File: src/rtl/fetch_unit_if.sv
// Instruction-memory read port shared by the fetch unit and the memory model.
// The fetch side drives address/request; the memory side answers with
// a single-cycle ack carrying the read data.
interface fetch_unit_if;
    logic [31:0] imem_addr;
    logic        imem_req;
    logic        imem_ack;
    logic [31:0] imem_rdata;

    modport master (
        output imem_addr,
        output imem_req,
        input  imem_ack,
        input  imem_rdata
    );

    modport slave (
        input  imem_addr,
        input  imem_req,
        output imem_ack,
        output imem_rdata
    );
endinterface

File: src/rtl/fetch_unit.sv
// Instruction fetch unit: owns the PC, issues instruction-memory reads on
// request from the controller, latches the returned word into IR and
// computes the next PC (sequential, branch, jump, register jump).
module fetch_unit #(
    parameter logic [31:0] RESET_PC = 32'h0000_3000
) (
    input  logic                 clk,
    input  logic                 reset,
    input  logic                 pc_wr,
    input  logic                 ir_wr,
    input  logic [1:0]           npc_sel,
    input  logic [31:0]          rs_data,
    fetch_unit_if.master         imem,
    output logic [31:0]          ir,
    output logic [5:0]           opcode,
    output logic [5:0]           funct,
    output logic [4:0]           rs,
    output logic [4:0]           rt,
    output logic [4:0]           rd,
    output logic [15:0]          imm16,
    output logic [31:0]          pc,
    output logic [31:0]          pc_link,
    output logic                 ir_valid,
    output logic                 stall,
    output logic                 addr_err
);

    typedef enum logic [1:0] {
        IDLE  = 2'd0,
        FETCH = 2'd1,
        HOLD  = 2'd2
    } state_t;

    state_t      state_q, state_d;
    logic [31:0] pc_q, pc_d;
    logic [31:0] fetch_addr_q, fetch_addr_d;
    logic [31:0] pc_ir_q, pc_ir_d;
    logic [31:0] ir_q, ir_d;
    logic        ir_valid_q, ir_valid_d;
    logic        addr_err_q, addr_err_d;

    logic [31:0] pc_link_w;
    logic [31:0] branch_off;
    logic [31:0] npc;
    logic        in_fetch;

    assign in_fetch   = (state_q == FETCH);
    // Link value is tied to the address the current IR came from, not the live PC.
    assign pc_link_w  = pc_ir_q + 32'd4;
    assign branch_off = {{14{ir_q[15]}}, ir_q[15:0], 2'b00};

    // Next-PC candidate selected by the controller; all arithmetic wraps mod 2^32.
    always_comb begin
        npc = pc_q + 32'd4;
        case (npc_sel)
            2'b00:   npc = pc_q + 32'd4;
            2'b01:   npc = pc_link_w + branch_off;
            2'b10:   npc = {pc_link_w[31:28], ir_q[25:0], 2'b00};
            default: npc = rs_data;
        endcase
    end

    // FSM next state plus next values of PC, IR and flags.
    always_comb begin
        state_d      = state_q;
        pc_d         = pc_q;
        fetch_addr_d = fetch_addr_q;
        pc_ir_d      = pc_ir_q;
        ir_d         = ir_q;
        ir_valid_d   = ir_valid_q;
        addr_err_d   = addr_err_q;

        case (state_q)
            IDLE, HOLD: begin
                // Capture the pre-update PC even if pc_wr fires in the same cycle.
                if (ir_wr) begin
                    fetch_addr_d = pc_q;
                    state_d      = FETCH;
                end
            end
            FETCH: begin
                if (imem.imem_ack) begin
                    ir_d       = imem.imem_rdata;
                    pc_ir_d    = fetch_addr_q;
                    ir_valid_d = 1'b1;
                    state_d    = HOLD;
                end
            end
            default: state_d = IDLE;
        endcase

        // PC updates are frozen while a fetch is outstanding; misaligned targets are refused.
        if (pc_wr && !in_fetch) begin
            if (npc[1:0] != 2'b00) begin
                addr_err_d = 1'b1;
            end else begin
                pc_d = npc;
            end
        end
    end

    // State register with synchronous reset taking priority over all requests.
    always_ff @(posedge clk) begin
        if (reset) begin
            state_q      <= IDLE;
            pc_q         <= RESET_PC;
            fetch_addr_q <= RESET_PC;
            pc_ir_q      <= RESET_PC;
            ir_q         <= 32'd0;
            ir_valid_q   <= 1'b0;
            addr_err_q   <= 1'b0;
        end else begin
            state_q      <= state_d;
            pc_q         <= pc_d;
            fetch_addr_q <= fetch_addr_d;
            pc_ir_q      <= pc_ir_d;
            ir_q         <= ir_d;
            ir_valid_q   <= ir_valid_d;
            addr_err_q   <= addr_err_d;
        end
    end

    // Memory port: the fetch address is only presented while fetching.
    assign imem.imem_req  = in_fetch;
    assign imem.imem_addr = in_fetch ? fetch_addr_q : pc_q;
    assign stall          = in_fetch && !imem.imem_ack;

    assign ir       = ir_q;
    assign opcode   = ir_q[31:26];
    assign funct    = ir_q[5:0];
    assign rs       = ir_q[25:21];
    assign rt       = ir_q[20:16];
    assign rd       = ir_q[15:11];
    assign imm16    = ir_q[15:0];
    assign pc       = pc_q;
    assign pc_link  = pc_link_w;
    assign ir_valid = ir_valid_q;
    assign addr_err = addr_err_q;

endmodule

File: src/flat_wrapper.sv
// flat-port wrapper written by rule: the top's interface ports become plain ports
module fetch_unit_flat 
#(
    parameter logic [31:0] RESET_PC = 32'h0000_3000
)
  (clk, reset, pc_wr, ir_wr, npc_sel, rs_data, ir, opcode, funct, rs, rt, rd, imm16, pc, pc_link, ir_valid, stall, addr_err, imem_imem_addr, imem_imem_req, imem_imem_ack, imem_imem_rdata);
  fetch_unit_if imem_i ();
  input  logic clk;
  input  logic reset;
  input  logic pc_wr;
  input  logic ir_wr;
  input  logic [1:0] npc_sel;
  input  logic [31:0] rs_data;
  output logic [31:0] ir;
  output logic [5:0] opcode;
  output logic [5:0] funct;
  output logic [4:0] rs;
  output logic [4:0] rt;
  output logic [4:0] rd;
  output logic [15:0] imm16;
  output logic [31:0] pc;
  output logic [31:0] pc_link;
  output logic ir_valid;
  output logic stall;
  output logic addr_err;
  output wire logic [$bits(imem_i.imem_addr)-1:0] imem_imem_addr;
  output wire logic [$bits(imem_i.imem_req)-1:0] imem_imem_req;
  input wire logic [$bits(imem_i.imem_ack)-1:0] imem_imem_ack;
  input wire logic [$bits(imem_i.imem_rdata)-1:0] imem_imem_rdata;
  assign imem_imem_addr = imem_i.imem_addr;
  assign imem_imem_req = imem_i.imem_req;
  assign imem_i.imem_ack = imem_imem_ack;
  assign imem_i.imem_rdata = imem_imem_rdata;
  fetch_unit #(.RESET_PC(RESET_PC)) u_core (.clk(clk), .reset(reset), .pc_wr(pc_wr), .ir_wr(ir_wr), .npc_sel(npc_sel), .rs_data(rs_data), .imem(imem_i), .ir(ir), .opcode(opcode), .funct(funct), .rs(rs), .rt(rt), .rd(rd), .imm16(imm16), .pc(pc), .pc_link(pc_link), .ir_valid(ir_valid), .stall(stall), .addr_err(addr_err));
endmodule
File: config.mk
export PLATFORM = sky130hd
export DESIGN_NAME = fetch_unit_flat
export DESIGN_NICKNAME = d
export VERILOG_FILES = /design/src/rtl/fetch_unit_if.sv /design/src/rtl/fetch_unit.sv /design/src/flat_wrapper.sv
export SDC_FILE = /design/constraint.sdc
export NUM_CORES = 1
export LEC_CHECK = 0
export BUFFER_PORTS_ARGS = -buffer_cell sky130_fd_sc_hd__buf_2
export CORE_MARGIN = 5
export CORE_UTILIZATION = 45
export CTS_CLUSTER_DIAMETER = 150
export DETAILED_ROUTE_END_ITERATION = 12
export GPL_ROUTABILITY_DRIVEN = 0
export HOLD_SLACK_MARGIN = 0.03
export PLACE_DENSITY = 0.75
export SLEW_MARGIN = 20
export SYNTH_ARGS = -nofsm -noshare
export SYNTH_HDL_FRONTEND = slang
export SYNTH_SLANG_ARGS = --single-unit
File: constraint.sdc
create_clock -name clk -period 5.6 [get_ports clk]
set_clock_uncertainty 0.1 [all_clocks]
set_input_delay 0.84 -clock clk [delete_from_list [all_inputs] [get_ports clk]]
set_output_delay 0.84 -clock clk [all_outputs]
set_load 0.05 [all_outputs]
# Word level (Yosys, flattened, before mapping)
# Cells that the tools add are included.
[totals] ff_bits=132 inputBits=71 output_inout_bits=175
[op_classes] n_addsub=3 eq_ne=6 muxes=5 n_bitwise=1 n_reduce_logical=13
[ops] op="$pmux W32 S3" count=1
[ops] op="$add A32 B3 Y32 const B" count=2
[ops] op="$add A32 B32 Y32" count=1
[ops] op="$mux W32" count=1
[ops] op="$reduce_and A2 Y1" count=5
[ops] op="$eq A2 B1 Y1 const B" count=2
[ops] op="$eq A2 B2 Y1 const B" count=2
[ops] op="$logic_not A2 Y1" count=2
[ops] op="$mux W2" count=2
[ops] op="$ne A2 B2 Y1 const B" count=2
[ops] op="$pmux W2 S2" count=1
[ops] op="$logic_and A1 B1 Y1" count=2
[ops] op="$logic_not A1 Y1" count=2
[ops] op="$reduce_bool A2 Y1" count=1
[ops] op="$reduce_or A2 Y1" count=1
[ops] op="$not A1 Y1" count=1

# Longest topological paths before layout
[logic_depth] ltp_word=6 ltp_mapped=17

# Least setup slack after synthesis
# No wires, ideal clock.
[synth_path] path_kind="reg-to-reg" startpoint="register u_core.pc_ir_q[12]" endpoint="register u_core.pc_q[31], in the netlist u_core.pc[31]" setup_ps=117 arrival_time_ps=4154 required_ps=5383 slack_ps=1230 path_stages_with_launch=17 path_buffers=2 period_less_slack_ps=4370 cell_sequence="dfxtp_1 -> nand4_2 -> nor4_4 -> and2_1 -> buf_4 -> nand3_1 -> xnor2_1 -> ha_1 -> clkbuf_1 -> nand2_1 -> o21ai_0 -> o41ai_1 -> o21ai_0 -> or4_1 -> a21oi_1 -> o21ai_1 -> a22o_1"
[synth_via] elab_chain_cells=3
[synth_lines] element="from (decl)" line_no="fetch_unit.sv:37" text="logic [31:0] pc_ir_q, pc_ir_d;"
[synth_lines] element="from (signal assigned)" line_no="fetch_unit.sv:116" text="pc_ir_q <= pc_ir_d;"
[synth_lines] element="$add A32 B3 Y32" line_no="fetch_unit.sv:49" text="assign pc_link_w = pc_ir_q + 32'd4;"
[synth_lines] element="net pc_link[24]" line_no="flat_wrapper.sv:22" text="output logic [31:0] pc_link;"
[synth_lines] element="$add A32 B32 Y32" line_no="fetch_unit.sv:57" text="2'b01: npc = pc_link_w + branch_off;"
[synth_lines] element="$pmux W32 S3" line_no="fetch_unit.sv:55" text="case (npc_sel)"
[synth_lines] element="to (signal assigned)" line_no="fetch_unit.sv:114" text="pc_q <= pc_d;"
[synth_lines] element="to (decl)" line_no="fetch_unit.sv:35" text="logic [31:0] pc_q, pc_d;"
# The timed path passes the listed nets, and every way through them passes these cells.
# A chain may end at the register's enable or synchronous reset.

# Final worst setup path
[layout_path] startpoint="register u_core.pc_ir_q[2]" endpoint="register u_core.pc_q[31], in the netlist u_core.pc[31]"
[layout_via] elab_chain_cells=3
[layout_lines] element="$add A32 B3 Y32 (*)" line_no="fetch_unit.sv:49"
[layout_lines] element="$add A32 B32 Y32" line_no="fetch_unit.sv:57"
[layout_lines] element="$pmux W32 S3 (*)" line_no="fetch_unit.sv:55"
# Mark *: on every way between the ends. The rest lies on a longest branch, timed or not.

==> impl_results.rst <==
.. list-table::
   :header-rows: 1

   * - Metric
     - Value
   * - Hold-fix buffer count after cts
     - 0
   * - Area occupied by registers
     - ~0.0026 sq mm
   * - Starting utilization of the core area
     - around 46%
   * - Post-Route Utilization
     - a little over half
   * - Synthesized area
     - roughly 0.0089 sq mm
   * - Worst-path cell with the longest stage delay
     - sky130_fd_sc_hd__or4_1
   * - Critical Path Fanout Max
     - 7
   * - Clock buffers created by TritonCTS
     - 17
   * - Number of buffers inserted to repair setup after CTS
     - 0
   * - Routed wire length
     - approximately 31000 microns
   * - Cell with the most instances after synthesis
     - sky130_fd_sc_hd__nand2_1
   * - Part of the cycle the worst path needs
     - 77.0%
   * - Sum of buffers and inverters on the critical path
     - 0
   * - CTS tree
     - built
   * - Net count of the finished layout
     - approximately 1500
   * - Data arrival time at the worst-slack endpoint
     - 4.52 ns
   * - Post-synthesis to final-layout area growth
     - 18.6%
   * - Time the final worst path needs with I/O delays and setup
     - approximately 4.3 ns
   * - Highest routing layer actually used
     - met4
   * - Hold Worst Slack
     - roughly 0.35 ns
   * - Clk sink count
     - 132
   * - Wire length per cell
     - ~19 microns
   * - Register clock-pin slew on the reported worst setup and hold paths
     - 0.06 ns
   * - Clock insertion delay at the later pin of the skew report
     - 0.43 ns
   * - IR drop worst, VDD
     - approximately 240 uV
   * - Met3 routed WL
     - between 3000 and 4000 microns
   * - ANT cells
     - 0
   * - Final-layout fill cell count
     - ~1900
   * - Number of enable-type register cells in the synthesized netlist
     - 0
   * - Least-Margin Pin Slew
     - 0.930 ns
   * - Max Transition Viols Final
     - 0
   * - Final Hold Fails
     - 0
   * - Run status
     - finished, final reports clean
   * - Setup repair after global routing missed its margin
     - no
   * - Number of buffers on the longest clock path
     - 2
   * - Path category of the worst min-delay check
     - flip-flop to flip-flop
   * - Met2 wirelength from detailed routing
     - roughly 14000 microns
   * - Number of H-tree levels
     - 4
   * - # port buffers
     - 245
   * - Placeable core region
     - between 0.015 and 0.02 sq mm
   * - Overall power
     - 2.76 mW
   * - Via count
     - 9448
   * - Syn avg cell area
     - ~7.2 sq um
   * - Cells along the critical path
     - ha_1 > nand3_1 > nor2_1 > nand2_1 > nor2_1 > xor2_1 > ha_1 > a21oi_1 > o211ai_1 > nor4_1 > and3b_1 > or4_1 > a21oi_1 > o21ai_1 > a22o_1
   * - Fraction of final layout cells with drive strength greater than 1
     - 22.6%
   * - Total Neg Setup Slack
     - 0 ns
   * - Die Outline Area
     - roughly 0.023 sq mm
   * - Remaining design rule violation count
     - 0
   * - Footprint of the multi-input gates
     - between 0.005 and 0.006 sq mm
   * - Number of global-route vias before repair
     - slightly below 9000
   * - Cell at the root of the clock tree
     - sky130_fd_sc_hd__clkbuf_16
   * - DRC violation total after the first TritonRoute iteration
     - approximately 890
   * - Largest delay share family, worst path
     - simple AND/OR/NAND/NOR gates
   * - Wire length of the first global-routing pass
     - approximately 48000 microns
   * - Routed via count divided by cell count
     - 5.67
   * - Final instance area
     - 0.0105 sq mm
   * - Cell type with the largest total area after synthesis
     - sky130_fd_sc_hd__dfxtp_1
   * - Post-Route M1 WL
     - about 13000 microns
   * - DP Wirelength
     - around 23000 microns
   * - Fmax achieved
     - 0.232 GHz
   * - MaxCap Viol Count
     - 0
   * - Yosys warns
     - 0
   * - Site Rows
     - 51
   * - GRT Total Usage
     - 27.0%
   * - Io pins
     - ~250
   * - Final-report setup violation count
     - 0
   * - Post-route antenna net violation count
     - 0
   * - Yosys top cell area share
     - 29.8%
   * - Maximum number of pins on one net before global-route repair
     - ~70
   * - Fin cells
     - approximately 1700
   * - Gr ovfl total
     - 0
   * - Max_slew headroom
     - between 30% and 40%
   * - Crit end category
     - flip-flop
   * - Cell total after placement
     - 1635
   * - Height of the die
     - between 150 and 200 microns
   * - Leading post-synthesis cells by instance count
     - 359 x sky130_fd_sc_hd__nand2_1, 148 x sky130_fd_sc_hd__a21oi_1, 132 x sky130_fd_sc_hd__dfxtp_1, 70 x sky130_fd_sc_hd__nor2_1, 62 x sky130_fd_sc_hd__clkbuf_1
   * - Startpoint type of the worst setup path
     - flip-flop
   * - Largest incremental delay on the critical path
     - about 0.55 ns
   * - Cell types with the largest area share after synthesis
     - sky130_fd_sc_hd__dfxtp_1 30%, sky130_fd_sc_hd__nand2_1 15%, sky130_fd_sc_hd__a21oi_1 8.3%, sky130_fd_sc_hd__ha_1 4.9%, sky130_fd_sc_hd__xnor2_1 4.1%
   * - Post-synthesis instance total
     - roughly 1200
   * - Required time of the critical path
     - 5.81 ns
   * - Ys async rst share
     - 0%
   * - Number of gates resized after cts
     - 0
   * - Sequential share of the synthesized area
     - between 20% and 30%
   * - Class of the most critical setup path
     - flip-flop to flip-flop
   * - Worst slack after detailed placement
     - between 1 and 1.5 ns
   * - Die Wd
     - roughly 150 microns
   * - Static leakage power
     - 4.79 nW
   * - #FFs+latches synth
     - between 100 and 150
   * - Router iterations before antenna repair
     - 5
   * - Worst Setup Slack, final
     - between 1 and 1.5 ns
   * - Syn nets
     - between 1000 and 1500
   * - Count of cell types in the netlist
     - 70
   * - Main flop type after synthesis
     - sky130_fd_sc_hd__dfxtp_1
   * - Power density normalized to cell area
     - 262 mW/mm^2
   * - DP Area
     - approximately 0.01 sq mm
   * - Number of antenna violations at the first check in global routing
     - 0
cells by family (layout without fill, tap and decap cells):
group | Yosys count | after routing | synth area share [%]
simple gates | 557 | 557 | 26.9
compound gates | 276 | 276 | 18.6
buf+inv | 140 | 305 | 7.94
flops | 132 | 132 | 29.8
xor+xnor | 68 | 68 | 6.88
fa+ha+maj | 36 | 36 | 5.16
mux | 28 | 28 | 4.79
metal layers:
layer,global-route usage (%),up-vias
li1,-,4508
met1,36.8,4357
met2,42.0,531
met3,6.95,52
met4,8.28,0
met5,0,-
power by group:
part	switching, mW	total [mW]	internal [mW]
Clock	0.448	1.23	0.785
Combinational	0.369	0.501	0.132
Sequential	0.0542	1.02	0.971
Total	0.871	2.76	1.89
registers in the layout, summed over array words and instances (netlist names):
name	flops
u_core.state_q	2
u_core.addr_err	1
u_core.ir	32
u_core.pc_ir_q	32
u_core.pc	32
u_core.fetch_addr_q	32
u_core.ir_valid	1
placed cells by master, fill, tap and decap left out, types with 14 or more instances in the layout:
master	count
sky130_fd_sc_hd__xnor2_1	42
sky130_fd_sc_hd__buf_2	244
sky130_fd_sc_hd__and3_1	14
sky130_fd_sc_hd__nor3_1	22
sky130_fd_sc_hd__a21oi_1	148
sky130_fd_sc_hd__xor2_1	24
sky130_fd_sc_hd__ha_1	35
sky130_fd_sc_hd__nand3_1	39
sky130_fd_sc_hd__clkbuf_16	17
sky130_fd_sc_hd__o21ai_0	47
sky130_fd_sc_hd__nor2_1	70
sky130_fd_sc_hd__inv_1	18
sky130_fd_sc_hd__dfxtp_1	132
sky130_fd_sc_hd__nand2_1	358
worst register-to-register path, cell delays in order (launching register included):
cell                       delay, ns
sky130_fd_sc_hd__dfxtp_1        0.42
sky130_fd_sc_hd__ha_1           0.22
sky130_fd_sc_hd__nand3_1        0.15
sky130_fd_sc_hd__nor2_1         0.35
sky130_fd_sc_hd__nand2_1        0.20
sky130_fd_sc_hd__nor2_1         0.17
sky130_fd_sc_hd__xor2_1         0.26
sky130_fd_sc_hd__ha_1           0.35
sky130_fd_sc_hd__a21oi_1        0.20
sky130_fd_sc_hd__o211ai_1       0.15
sky130_fd_sc_hd__nor4_1         0.35
sky130_fd_sc_hd__and3b_1        0.23
sky130_fd_sc_hd__or4_1          0.55
sky130_fd_sc_hd__a21oi_1        0.16
sky130_fd_sc_hd__o21ai_1        0.09
sky130_fd_sc_hd__a22o_1         0.24
path summary, 6_finish.rpt:
check / startpoint / endpoint / slack, ns / cells after the start
max: u_core.pc_ir_q[2] / u_core.pc[31] / 1.29 / 15
min: u_core.state_q[1] / u_core.state_q[1] / 0.35 / 2
max reg2reg: u_core.pc_ir_q[2] / u_core.pc[31] / 1.29 / 15
min reg2reg: u_core.state_q[1] / u_core.state_q[1] / 0.35 / 2
final cells by class:
cell class | instances | area share (%)
multi-input combinational | 965 | 52.6
timing repair buffer | 255 | 12.4
clock buffer | 22 | 4.51
inverter | 18 | 0.642
sequential | 132 | 25.1
tap | 265 | 3.15
clock inverter | 10 | 1.61
Note: power is estimated with default switching activity, not from simulation.
